$ cat src/rtl/priority_decoder_seq_pkg.sv
// Shared definitions for the priority encoder link: FSM states, code-to-line
// constants and the one-hot decode used by the receiving end.
package priority_decoder_seq_pkg;

    typedef enum logic [1:0] {
        ST_IDLE = 2'd0,
        ST_HOLD = 2'd1,
        ST_GAP  = 2'd2
    } state_t;

    localparam logic [1:0] CODE_A = 2'b11;
    localparam logic [1:0] CODE_B = 2'b10;
    localparam logic [1:0] CODE_C = 2'b01;
    localparam logic [1:0] CODE_D = 2'b00;

    // Returns {a,b,c,d}; a null word (p=0) decodes to all-zero.
    function automatic logic [3:0] decode_word(input logic p, input logic [1:0] code);
        logic [3:0] lines;
        lines = 4'b0000;
        if (p) begin
            case (code)
                CODE_A:  lines = 4'b1000;
                CODE_B:  lines = 4'b0100;
                CODE_C:  lines = 4'b0010;
                default: lines = 4'b0001;
            endcase
        end
        return lines;
    endfunction

endpackage

$ cat src/rtl/priority_decoder_seq_hold_timer.sv
// Load/terminal-count down-counter timing the HOLD and GAP phases.
// Loaded with N-1, tc is high in the last cycle of an N-cycle phase.
module hold_timer #(
    parameter int TW = 3
) (
    input  logic          clk,
    input  logic          rst,
    input  logic          load,
    input  logic [TW-1:0] load_val,
    output logic          tc
);

    logic [TW-1:0] cnt_q;

    always_ff @(posedge clk) begin
        if (rst) begin
            cnt_q <= '0;
        end else if (load) begin
            cnt_q <= load_val;
        end else if (cnt_q != '0) begin
            cnt_q <= cnt_q - TW'(1);
        end
    end

    assign tc = (cnt_q == '0);

endmodule

$ cat src/rtl/priority_decoder_seq.sv
// Receiving end of the 4-line priority encoder link: decodes {p,q,r} into
// one-hot pulses of fixed width with an optional zero gap, one word buffered.
module priority_decoder_seq
    import priority_decoder_seq_pkg::*;
#(
    parameter int HOLD_CYCLES = 4,
    parameter int GAP_CYCLES  = 1,
    parameter int CNT_W       = 8
) (
    input  logic             clk,
    input  logic             rst,
    input  logic             in_valid,
    output logic             in_ready,
    input  logic             p,
    input  logic             q,
    input  logic             r,
    output logic             a,
    output logic             b,
    output logic             c,
    output logic             d,
    output logic             busy,
    output logic [CNT_W-1:0] evt_cnt
);

    localparam int MAX_D = (HOLD_CYCLES > GAP_CYCLES) ? HOLD_CYCLES : GAP_CYCLES;
    localparam int TW    = $clog2(MAX_D + 1);
    localparam logic [TW-1:0] HOLD_V = TW'(HOLD_CYCLES - 1);
    localparam logic [TW-1:0] GAP_V  = TW'((GAP_CYCLES > 0) ? GAP_CYCLES - 1 : 0);

    state_t          state_q, state_d;
    logic [3:0]      lines_q, lines_d;
    logic            pend_vld;
    logic            pend_p;
    logic [1:0]      pend_code;
    logic            accept;
    logic            slot_end;
    logic            direct;
    logic            pend_store;
    logic            pend_take;
    logic            tmr_load;
    logic [TW-1:0]   tmr_val;
    logic            tmr_tc;

    assign in_ready   = !rst && !pend_vld;
    assign accept     = in_valid && in_ready;
    assign busy       = (state_q != ST_IDLE) || pend_vld;
    assign {a, b, c, d} = lines_q;

    hold_timer #(.TW(TW)) u_timer (
        .clk      (clk),
        .rst      (rst),
        .load     (tmr_load),
        .load_val (tmr_val),
        .tc       (tmr_tc)
    );

    always_comb begin
        state_d   = state_q;
        lines_d   = lines_q;
        tmr_load  = 1'b0;
        tmr_val   = HOLD_V;
        pend_take = 1'b0;
        slot_end  = 1'b0;
        direct    = 1'b0;
        case (state_q)
            ST_IDLE: begin
                if (accept) begin
                    direct = 1'b1;
                end
            end
            ST_HOLD: begin
                if (tmr_tc) begin
                    if (GAP_CYCLES > 0) begin
                        lines_d  = 4'b0000;
                        state_d  = ST_GAP;
                        tmr_load = 1'b1;
                        tmr_val  = GAP_V;
                    end else begin
                        slot_end = 1'b1;
                    end
                end
            end
            ST_GAP: begin
                if (tmr_tc) begin
                    slot_end = 1'b1;
                end
            end
            default: begin
                state_d = ST_IDLE;
                lines_d = 4'b0000;
            end
        endcase

        // A slot boundary either starts the pending word, starts a word arriving
        // right now (pend empty, so it never needs buffering), or goes idle.
        if (slot_end) begin
            if (pend_vld) begin
                lines_d   = decode_word(pend_p, pend_code);
                state_d   = ST_HOLD;
                tmr_load  = 1'b1;
                tmr_val   = HOLD_V;
                pend_take = 1'b1;
            end else if (accept) begin
                direct = 1'b1;
            end else begin
                lines_d = 4'b0000;
                state_d = ST_IDLE;
            end
        end

        if (direct) begin
            lines_d  = decode_word(p, {q, r});
            state_d  = ST_HOLD;
            tmr_load = 1'b1;
            tmr_val  = HOLD_V;
        end
    end

    assign pend_store = accept && !direct;

    always_ff @(posedge clk) begin
        if (rst) begin
            state_q  <= ST_IDLE;
            lines_q  <= 4'b0000;
            pend_vld <= 1'b0;
            evt_cnt  <= '0;
        end else begin
            state_q <= state_d;
            lines_q <= lines_d;
            if (pend_take) begin
                pend_vld <= 1'b0;
            end else if (pend_store) begin
                pend_vld <= 1'b1;
            end
            if (accept && p && (evt_cnt != {CNT_W{1'b1}})) begin
                evt_cnt <= evt_cnt + CNT_W'(1);
            end
        end
    end

    always_ff @(posedge clk) begin
        if (pend_store) begin
            pend_p    <= p;
            pend_code <= {q, r};
        end
    end

endmodule

$ cat config.mk
export PLATFORM = sky130hd
export DESIGN_NAME = priority_decoder_seq
export DESIGN_NICKNAME = d
export VERILOG_FILES = /design/src/rtl/priority_decoder_seq_pkg.sv /design/src/rtl/priority_decoder_seq_hold_timer.sv /design/src/rtl/priority_decoder_seq.sv
export SDC_FILE = /design/constraint.sdc
export NUM_CORES = 1
export LEC_CHECK = 0
export CAP_MARGIN = 10
export CORE_ASPECT_RATIO = 0.7
export CORE_MARGIN = 8
export CORE_UTILIZATION = 45
export DETAILED_ROUTE_END_ITERATION = 16
export HOLD_SLACK_MARGIN = 0.06
export PLACE_DENSITY_LB_ADDON = 0.2
export SYNTH_ARGS = -nofsm -noshare
export SYNTH_HDL_FRONTEND = slang
export SYNTH_HIERARCHICAL = 1
export SYNTH_SLANG_ARGS = --single-unit
export TNS_END_PERCENT = 5
$ cat constraint.sdc
create_clock -name clk -period 3.3 [get_ports clk]
set_clock_uncertainty 0.1 [all_clocks]
set_input_delay 0.66 -clock clk [delete_from_list [all_inputs] [get_ports clk]]
set_output_delay 0.66 -clock clk [all_outputs]
set_load 0.03 [all_outputs]
* Word-level counts from Yosys, hierarchy flattened *
Index checks and enable logic that the tools add are counted.

operators by class
  multiply operators = 0
  divide/modulo/power cells = 0
  bitwise operators = 0
  mux-type cells = 36
  shifts and indexed selects = 0
  equality and inequality tests = 9
  add/sub/neg operators = 2
  order comparisons = 0
  reduce and logical (&&, ||, !) cells = 17

operators with widths
  operator                                                            number
  4-bit 2-to-1 mux                                                    7
  4-bit case mux with 3 select lines                                  2
  3-bit 2-to-1 mux                                                    5
  1-bit 2-to-1 mux                                                    14
  2-bit 2-to-1 mux                                                    6
  2-bit == test, second input constant                                5
  8-bit by 1-bit adder with 8-bit output, second input constant       1
  8-bit != test, second input constant                                1
  4-bit case mux with 2 select lines                                  1
  2-bit by 1-bit == test with 1-bit output, second input constant     3
  2-bit OR reduction                                                  3
  1-bit logical AND                                                   5
  2-bit case mux with 2 select lines                                  1
  2-bit nonzero test                                                  2
  1-bit logical NOT                                                   3
  3-bit logical NOT                                                   1
  3-bit nonzero test                                                  1
  3-bit by 1-bit subtractor with 3-bit output, second input constant  1
  2-bit logical NOT                                                   1
  1-bit logical OR                                                    1

storage, ports and cells
  memories = 0
  bits in latches = 0
  ROM bits = 0
  register bits after elaboration = 21
  output and inout port bits = 14
  logic and storage cells = 72
  bits of input ports = 6
  memory bits (writable) = 0

* Longest topological paths before layout *
  word-level depth = 10
  mapped depth = 10
  mapped depth without buffers = 10

* Cells and area by module *
The synthesis kept the hierarchy.

by module, submodules not included
  module                instances  cells each  area each (um2)  sequential area each (um2)
  priority_decoder_seq  1          96          920.9            390.4
  hold_timer            1          22          206.4            60.1

* Least setup slack after synthesis *
No wires, ideal clock.

  path type = in2out
  from = input rst
  to = output in_ready
  buffers on the path = 2
  arrival time = 1.386 ns
  required time = 2.540 ns
  stages on the path = 3
  path slack = 1.154 ns
  cells stage by stage = buf_6 clkbuf_1 nor2_1

on the way
  longest elaborated chain between the ends = 2

ends and longest elaborated chain
  what               line                        RTL
  from (decl)        priority_decoder_seq.sv:11  input logic rst,
  1-bit logical NOT  priority_decoder_seq.sv:44  assign in_ready = !rst && !pend_vld;
  1-bit logical AND  priority_decoder_seq.sv:44
  to (decl)          priority_decoder_seq.sv:13  output logic in_ready,

Every way passes these cells.

* Worst setup path in the final report *
Same ends and word-level chain as after synthesis.

==> impl_metrics.toml <==
[setup_path]
rr_endpoint = "u_timer/cnt_q[0]"
rrSetupSlack_ns = 0.70
cp.required_ns = 2.54
cp-end-kind = "primary output"
arrival_ns = 1.91
crit_fanout = 2
r2r.worst_path.cells = 10
worstSetupPathType = "in2out"
cp-start-kind = "input port"
r2r-start = "u_timer/cnt_q[0]"

[power]
p_total_mw = 0.762
leakage_nw = 0.462
cellPowerDensity_nw_per_um2 = 557
max-vdd-ir-drop_v = 0.000297

[die]
die_y_um = 57.9
die_area_um2 = 4390
rows = 15
start_util_pct = 46.6
die_x_um = 75.8
coreArea_um2 = 2420
io_pins = 20

[run]
cap_violations = 0

[finish]
insertedDiodeCount = 0
drive_above_1_share_pct = 8.70
post-route-cell-area_um2 = 1370
nNetsFinal = 148
final_common_cell = "clkdlybuf4s50_1"
instances_no_fill = 172
seqCellArea_um2 = 450
syn_to_final_growth_pct = 21.3
fill_cells = 226
layout_common_cells = "19 x clkdlybuf4s50_1, 18 x dfxtp_1, 8 x nor2_1, 8 x inv_1, 7 x a21oi_1"
multi_input_area_um2 = 619

[global_routing]
top_usage_layer = "met2"
grt_pass1_wl_um = 4150
grtUsageTotal_pct = 12.1
met1_usage_pct = 14.6
use_met2_pct = 18.7
grtUsageMet3_pct = 5.34
grt_pass1_vias = 879
antenna_found_initial = 0
grt-ovfl-total = 0
grt_max_degree = 23

[sta]
rsz0062_at_grt = "false"
worstMarginPinSlew_ns = 0.735
min_period_ns = 2.67
max-slew-margin-rel_pct = 50.5
fmax_mhz = 375
fin_tns_setup_ns = 0
hold_violations = 0
setup_slack_ns = 0.632
fin_crit_sh_pct = 80.9
maxSlewViolCount = 0
setup_violations = 0

[min_path]
holdPathEnd = "evt_cnt[7]"
hp-start = "evt_cnt[7]"
holdPathStages = 2
hold_class = "reg2reg"

[detailed_routing]
wl_per_cell_um = 13.6
drt_iter0_drc = 53
routed_wirelength_um = 2330
avgViaCountPerCell = 5.46
dr_total_vias = 939
route.detailed.drc = 0
drtPass1Iterations = 4
ant_nets = 0

[placement]
dp_hpwl_um = 1720
gp_congestion = 0.785
portBuffers = 19
post-place-ws_ns = 0.334
placed_cell_area_um2 = 1340
dp_cells = 168

[clock_network]
cts_hold_buf = 0
clockBufferDepth = 2
cts_tree = "yes"
cts_setup_buffers = 0
cts.repair.resized = 0
cts_buffers = 3
cts.clk_slew.worst_paths_ns = 0.11
cts.sinks = 21
clock-root-buffer = "clkbuf_4"
ctsHtreeMaxLevel = 1
clk_latency_ns = 0.31

[synth]
ys_types = 43
postSynthNetCount = 127
synth-seq-cells = 21
mappedNetlistArea_um2 = 1130
yosysSeqAreaShare_pct = 40.0
synth_top_area_share_pct = 32.0
syn-instance-count = 118
ys_warn_count = 6
yosys-top-cells-area = "dfxtp_1 32%, edfxtp_1 8.0%, ha_1 3.3%"
yosys.area.top_type = "dfxtp_1"
postSynthAreaPerCell_um2 = 9.55

[outcome]
status = "completed"
## worst max-delay path, stage by stage
cell and delay (ns):
clkdlybuf4s50_1 0.43, nor2_1 0.13, clkdlybuf4s50_1 0.69
## logic make-up (layout without fill, tap and decap cells)
group | after synthesis | in the layout | share of synthesized area, %
other | 1 | 1 | 0.333
xor gates and xnor gates | 2 | 2 | 1.55
DFF | 21 | 21 | 40.0
and+or+nand+nor | 47 | 47 | 28.6
AOI/OAI and AO/OA | 30 | 30 | 19.3
adders and majority gates | 3 | 3 | 3.33
buffers and inverters | 12 | 32 | 5.10
muxes | 2 | 2 | 1.78
## stage by stage
stage               hold WS [ns]  utilization, %
global placement           0.391            55.3
floorplan                  0.457               -
CTS                        0.420            56.5
finish                     0.415            56.5
global route               0.479            56.5
detailed placement         0.400            55.3
## synthesized netlist by cell type (all sizes together)
library cell and number:
o2111ai 1, o21ai 7, nand3b 4, and4b 1, a2111oi 3, nor4b 2
o21a 2, buf 3, nand4 2, or3b 2, or2b 1, and3b 1
a311oi 1, and2 1, xor2 2, a211oi 4, inv 8, conb 1
clkbuf 1, nor2 8, or3 4, nand2 2, nor2b 6, and3 1
a221oi 4, ha 3, mux2i 2, and4bb 2, a32oi 1, nand2b 3
a21oi 7, and4 1, nand3 4, edfxtp 3, dfxtp 18, nor3b 2
## flip-flops by register name, summed over array words and instances, names as in the netlist
signal and cells:
state_q 2, evt_cnt 8, lines_q 4, pend_p 1
pend_code 2, u_timer/cnt_q 3, pend_vld 1
## area by class of cell
cell class	count	share of cell area [%]
well taps	34	3.11
flip-flops and latches	21	32.9
clock buffers	3	1.65
multi-input cells	85	45.3
repair buffers	20	14.5
inverters	8	2.20
clock inverters	1	0.366
## routing by layer
layer	vias to the layer above	routed length (um)
li1	478	-
met1	439	1100
met2	17	1040
met3	5	170
met4	0	23
met5	-	0
## report_power, final
group / switching [mW] / total (mW) / leakage [nW] / internal [mW]
combinational: 0.162 / 0.298 / 0.270 / 0.136
clock: 0.0786 / 0.124 / 0.0177 / 0.0453
sequential: 0.0419 / 0.340 / 0.174 / 0.298
total: 0.282 / 0.762 / 0.462 / 0.480
## worst max path at each step
stage / from / to / slack [ns] / cells past startpoint
CTS: rst / in_ready / 0.60 / 3
detailed placement: rst / u_timer/cnt_q[0] / 0.33 / 7
global route: u_timer/cnt_q[0] / u_timer/cnt_q[0] / 0.51 / 10
global placement: rst / u_timer/cnt_q[0] / 0.57 / 7
finish: rst / in_ready / 0.63 / 3
floorplan: rst / in_ready / 1.15 / 3
Note: power is estimated with default switching activity, not from simulation.
